$ cat config.mk
export PLATFORM = sky130hd
export DESIGN_NAME = alu_opnd_sel_pipe
export DESIGN_NICKNAME = d
export VERILOG_FILES = /design/src/rtl/alu_opnd_pkg.sv /design/src/rtl/opnd_skid_buf.sv /design/src/rtl/alu_opnd_sel_pipe.sv
export SDC_FILE = /design/constraint.sdc
export NUM_CORES = 1
export LEC_CHECK = 0
export BUFFER_PORTS_ARGS = -buffer_cell sky130_fd_sc_hd__buf_2
export CAP_MARGIN = 20
export CORE_UTILIZATION = 30
export CTS_BUF_LIST = sky130_fd_sc_hd__clkbuf_16
export CTS_CLUSTER_SIZE = 30
export DETAILED_ROUTE_END_ITERATION = 12
export SETUP_SLACK_MARGIN = 0.4
export SKIP_LAST_GASP = 1
export SYNTH_ARGS = -nofsm -noshare
export SYNTH_HDL_FRONTEND = slang
export SYNTH_HIERARCHICAL = 1
export SYNTH_SLANG_ARGS = --single-unit
$ cat constraint.sdc
create_clock -name clk -period 1.5 [get_ports clk]
set_clock_uncertainty 0.15 [all_clocks]
set_input_delay 0.075 -clock clk [delete_from_list [all_inputs] [get_ports clk]]
set_output_delay 0.075 -clock clk [all_outputs]
set_load 0.01 [all_outputs]
$ cat src/rtl/alu_opnd_pkg.sv
// alu_opnd_pkg: shared operand-B extension modes and default widths
//   EXT_* : 2-bit ext_mode encodings seen by the EX-stage operand selector
//   DEF_DATA_W / DEF_IMM_W : datapath defaults shared with decoder and forwarding unit
package alu_opnd_pkg;
    localparam logic [1:0] EXT_NONE = 2'b00;
    localparam logic [1:0] EXT_SEXT = 2'b01;
    localparam logic [1:0] EXT_ZEXT = 2'b10;
    localparam logic [1:0] EXT_LUI  = 2'b11;
    localparam int DEF_DATA_W = 32;
    localparam int DEF_IMM_W  = 16;
endpackage

$ cat src/rtl/opnd_skid_buf.sv
// opnd_skid_buf: generic 2-entry valid/ready skid register (main + skid, FIFO order)
//   clk, rst_n            : clock, async active-low reset
//   flush                 : drop both entries and the same-cycle input
//   in_valid/in_ready     : upstream handshake; in_ready is a flop output
//   in_data [W]           : incoming word
//   out_valid/out_ready   : downstream handshake
//   out_data [W]          : main entry (oldest word)
module opnd_skid_buf #(
    parameter int W = 32
) (
    input  logic         clk,
    input  logic         rst_n,
    input  logic         flush,
    input  logic         in_valid,
    output logic         in_ready,
    input  logic [W-1:0] in_data,
    output logic         out_valid,
    input  logic         out_ready,
    output logic [W-1:0] out_data
);
    logic         main_v_q, main_v_d, skid_v_q, skid_v_d;
    logic [W-1:0] main_q, main_d, skid_q, skid_d;
    logic         acc, xfer;

    always_comb begin
        xfer     = main_v_q & out_ready;
        acc      = in_valid & ~skid_v_q & ~flush;
        main_v_d = main_v_q;
        main_d   = main_q;
        skid_v_d = skid_v_q;
        skid_d   = skid_q;
        if (flush) begin
            main_v_d = 1'b0;
            skid_v_d = 1'b0;
        end else if (!main_v_q || xfer) begin
            // main frees up: refill from skid first (older), else from input;
            // skid is empty afterwards because acc cannot coincide with skid_v
            main_v_d = skid_v_q | acc;
            main_d   = skid_v_q ? skid_q : (acc ? in_data : main_q);
            skid_v_d = 1'b0;
        end else if (acc) begin
            skid_v_d = 1'b1;
            skid_d   = in_data;
        end
    end

    always_ff @(posedge clk or negedge rst_n) begin
        if (!rst_n) begin
            main_v_q <= 1'b0;
            skid_v_q <= 1'b0;
            main_q   <= '0;
            skid_q   <= '0;
        end else begin
            main_v_q <= main_v_d;
            skid_v_q <= skid_v_d;
            main_q   <= main_d;
            skid_q   <= skid_d;
        end
    end

    assign in_ready  = ~skid_v_q;
    assign out_valid = main_v_q;
    assign out_data  = main_q;
endmodule

$ cat src/rtl/alu_opnd_sel_pipe.sv
// alu_opnd_sel_pipe: registered operand-B selector for the EX stage
//   clk, rst_n            : clock, async active-low reset
//   flush                 : squash held and incoming operands
//   in_valid/in_ready     : upstream request handshake
//   src_sel [SEL_W]       : source index when ext_mode is EXT_NONE
//   ext_mode [2]          : NONE / SEXT / ZEXT / LUI
//   src_data [NUM_SRC*DATA_W] : flattened sources, src k at [k*DATA_W +: DATA_W]
//   imm [IMM_W]           : raw instruction immediate
//   out_valid/out_ready   : ALU handshake
//   out_data [DATA_W]     : selected operand B
//   sel_err               : sticky, an out-of-range src_sel was accepted
module alu_opnd_sel_pipe
    import alu_opnd_pkg::*;
#(
    parameter int DATA_W  = DEF_DATA_W,
    parameter int NUM_SRC = 4,
    parameter int SEL_W   = 2,
    parameter int IMM_W   = DEF_IMM_W
) (
    input  logic                      clk,
    input  logic                      rst_n,
    input  logic                      flush,
    input  logic                      in_valid,
    output logic                      in_ready,
    input  logic [SEL_W-1:0]          src_sel,
    input  logic [1:0]                ext_mode,
    input  logic [NUM_SRC*DATA_W-1:0] src_data,
    input  logic [IMM_W-1:0]          imm,
    output logic                      out_valid,
    input  logic                      out_ready,
    output logic [DATA_W-1:0]         out_data,
    output logic                      sel_err
);
    if ((2 ** SEL_W) < NUM_SRC || IMM_W > DATA_W || NUM_SRC < 2) begin : g_bad_params
        $error("alu_opnd_sel_pipe: illegal SEL_W/NUM_SRC/IMM_W/DATA_W combination");
    end

    // Pad the source table to every encodable index; unused slots alias src[0]
    logic [DATA_W-1:0] src_arr [2**SEL_W];
    for (genvar k = 0; k < 2 ** SEL_W; k++) begin : g_src
        if (k < NUM_SRC) begin : g_real
            assign src_arr[k] = src_data[k*DATA_W +: DATA_W];
        end else begin : g_alias
            assign src_arr[k] = src_data[DATA_W-1:0];
        end
    end

    logic [DATA_W-1:0] opnd;
    logic              sel_bad, accept, sel_err_q, sel_err_d;

    always_comb begin
        opnd = ext_mode == EXT_NONE ? src_arr[src_sel] :
               ext_mode == EXT_SEXT ? DATA_W'($signed(imm)) :
               ext_mode == EXT_ZEXT ? DATA_W'(imm) :
                                      DATA_W'(imm) << (DATA_W - IMM_W);
        sel_bad   = {1'b0, src_sel} >= (SEL_W + 1)'(NUM_SRC);
        accept    = in_valid & in_ready & ~flush;
        sel_err_d = sel_err_q | (accept & (ext_mode == EXT_NONE) & sel_bad);
    end

    always_ff @(posedge clk or negedge rst_n) begin
        if (!rst_n) sel_err_q <= 1'b0;
        else        sel_err_q <= sel_err_d;
    end

    assign sel_err = sel_err_q;

    opnd_skid_buf #(.W(DATA_W)) u_skid (
        .clk      (clk),
        .rst_n    (rst_n),
        .flush    (flush),
        .in_valid (in_valid),
        .in_ready (in_ready),
        .in_data  (opnd),
        .out_valid(out_valid),
        .out_ready(out_ready),
        .out_data (out_data)
    );
endmodule
==> impl_metrics.toml <==
[grt]
grt_max_degree = 35
grtUsageTotal = 0.195
antenna_found_initial = 0
grt_remaining_overflow = 0
grt_pass1_vias = 4005
grt_first_pass_wirelength_mm = 21.7

[timing]
finalCritPeriodShare = 1.14
slew_violations = 0
rsz0062_at_grt = "yes"
period_needed_ns = 1.71
fmax_mhz = 584
whs_ns = -0.00474
fin_ws_ns = -0.212
worstMarginPinSlew_ns = 0.747
relSlewSlack = 0.501
setup_viol_count_final = 65
hold_viol = 1

[run_status]
violations = "negative hold slack, negative setup slack"
status = "finished, violations left"

[worst_hold_path]
hold_depth = 4
hp-class = "in2reg"

[synth]
async_reset_ff_frac = 1.00
synth-edff-count = 0
syn_nets = 491
ys_seq_elements = 66
ys_warn_count = 6
yosys.area.top_type = "dfrtp_1"
yosysMostFrequentCell = "mux2_2"
syn_inst = 338
ys_seq_area_frac = 0.379
netlist_area_um2 = 4360
synth.top_cell.area_share = 0.379
synth_common_cells = "mux2_2 (78), dfrtp_1 (66), nand2_1 (48)"
synthDistinctLibCells = 26
ys.flop_type = "dfrtp_1"
avgSynthCellArea_um2 = 12.9
synth_area_leaders = "dfrtp_1 (38%), mux2_2 (20%), mux2_4 (10%), mux4_2 (9.8%), nand2_1 (4.1%)"

[detailed_routing]
ant_nets = 0
viasPerCell = 4.96
firstDrtPassIters = 4
wire_per_inst_um = 19.1
drtIter0Drc = 108
num_vias = 3767
routed_wl_mm = 14.5
drc = 0

[floorplan]
core_um2 = 14000
die_h_um = 123
dieArea_um2 = 15000
initial_utilization = 0.311
rows = 43
ios = 188
die_x_um = 123

[power]
p_per_area_nw_per_um2 = 976
clkPwrFrac = 0.286
combPwrFrac = 0.330
vdd_drop_max_v = 0.000448
swShare = 0.277
p_leak_nw = 3.19
power_switching_mw = 1.76
power.internal_mw = 4.61
power_frac_seq = 0.383

[clock_tree]
cts_htree_levels = 3
cts_tree = "done"
clk_pin_slew_ns = 0.05
clock_latency_ns = 0.33
clk_path_buf_depth = 2
cts-hold-fix-buffers = 2
cts_root_buf = "clkbuf_16"
cts_made_buffers = 9
clock-sinks = 66

[critical_path]
cp_max_fo = 8
ff2ff_path_depth = 4
worstSetupEndpoint = "u_skid/skid_q[10]$_DFFE_PN0P_"
crit_path_start_kind = "flip-flop"
path_class = "reg2reg"
end_kind = "flip-flop"
required_ns = 1.56
reg2reg_from = "u_skid/skid_v_q$_DFFE_PN0P_"
crit-reg2reg-capture = "u_skid/skid_q[10]$_DFFE_PN0P_"
reg2reg_slack_ns = -0.21
worstSetupStartpoint = "u_skid/skid_v_q$_DFFE_PN0P_"
cp.arrival_ns = 1.77

[flow_run]
maxCapViolations = 0

[placed_design]
routabilityCongestion = 0.820
dp_hpwl_mm = 10.8
place_ws_ns = -0.512
io_buffer_count = 186

[finish]
drive_above_1_share = 0.687
synthToLayoutAreaGrowth_pct = 49.7
diodes = 0
fin_nets = 727
[worst max-delay path, cell delays in order (launching register included)]
cell,delay (ns)
dfrtp_2,0.45
nor4b_4,0.35
buf_12,0.19
buf_12,0.15
mux2_4,0.31
[what timing repair did]
action / in CTS / in global routing
buffers inserted: 9 / 10
gates resized for setup: 21 / 23
pin swaps: 1 / 1
gates cloned: 2 / 2
hold endpoints to repair: 68 / 1
endpoints found under the setup margin: 76 / 93
[sequential cells by signal, summed over array words and instances (netlist names)]
register and flops:
u_skid/out_data 32, u_skid/skid_q 32, u_skid/out_valid 1, u_skid/skid_v_q 1
[cell type report]
class,instances,area [um^2]
well taps,180,225
repair buffers,252,1810
multi-input cells,244,2580
fillers,1292,7510
clock inverters,7,28.8
clock buffers,9,225
flip-flops and latches,66,1650
inverters,1,3.75
[per-layer routing]
metal  share of wire  up-vias  track usage
li1                -     1733            -
met1            0.43     1891        0.250
met2            0.51      128        0.331
met3           0.047       15       0.0390
met4           0.013        0       0.0556
met5               0        -            0
[cells by family (layout without fill, tap and decap cells)]
kind of cell           count (synthesis)  count (layout)  share of synthesized area
other                                  1               1                   0.000860
AOI/OAI and AO/OA                     33              33                     0.0468
muxes                                135             135                      0.444
and+or+nand+nor                       75              75                     0.0821
buffers and inverters                 28             269                     0.0473
DFF                                   66              66                      0.379
[how the worst min path moves through the flow]
stage / start / to / slack (ns)
finish: out_ready / u_skid/skid_v_q$_DFFE_PN0P_ / -0.005
global route: out_ready / u_skid/skid_v_q$_DFFE_PN0P_ / -0.0008
CTS: out_ready / u_skid/skid_v_q$_DFFE_PN0P_ / -0.01
detailed placement: rst_n / u_skid/out_valid$_DFFE_PN0N_ / 0.01
global placement: rst_n / u_skid/out_data[18]$_DFFE_PN0P_ / 0.02
floorplan: rst_n / u_skid/out_data[0]$_DFFE_PN0P_ / -0.37
[placed cells by master, fill, tap and decap left out]
cell type and n:
nor3_2 1, buf_2 168, clkinv_1 3, buf_4 44
buf_6 19, clkinv_2 2, dfrtp_1 65, mux2_2 63
clkbuf_16 11, buf_16 2, nor2_1 1, conb_1 1
mux2_4 47, inv_1 3, nor3_4 1, a22oi_1 14
mux4_2 19, nor2b_1 3, buf_12 15, nand2_1 48
and2b_2 1, nand2b_4 1, nor2_2 1, mux4_1 6
a22o_1 1, nor2_4 1, dfrtp_2 1, dlygate4sd3_1 2
nor4b_4 1, a21oi_1 2, nand3_1 16, o21ai_0 16
[through the flow]
stage / TNS [ns] / util / std cells / instance area (um^2) / total power, mW
after floorplan: -13.00 / - / 338 / 4420 / 3.47
after global placement: -17.88 / 0.415 / 718 / 5830 / 4.19
after detailed placement: -19.71 / 0.415 / 718 / 5830 / 4.25
after CTS: -13.57 / 0.450 / 747 / 6310 / 6.24
after global routing: -14.22 / 0.465 / 759 / 6530 / 6.68
final: -11.06 / 0.465 / 759 / 6530 / 6.37
[power groups by stage]
stage / clock network, mW / registers [mW] / logic [mW]
finish: 1.82 / 2.44 / 2.11
global route: 1.94 / 2.48 / 2.26
CTS: 1.86 / 2.42 / 1.95
detailed placement: 0 / 2.44 / 1.81
global placement: 0 / 2.43 / 1.76
floorplan: 0 / 2.47 / 1.00
Power figures use the tool's default switching activity.
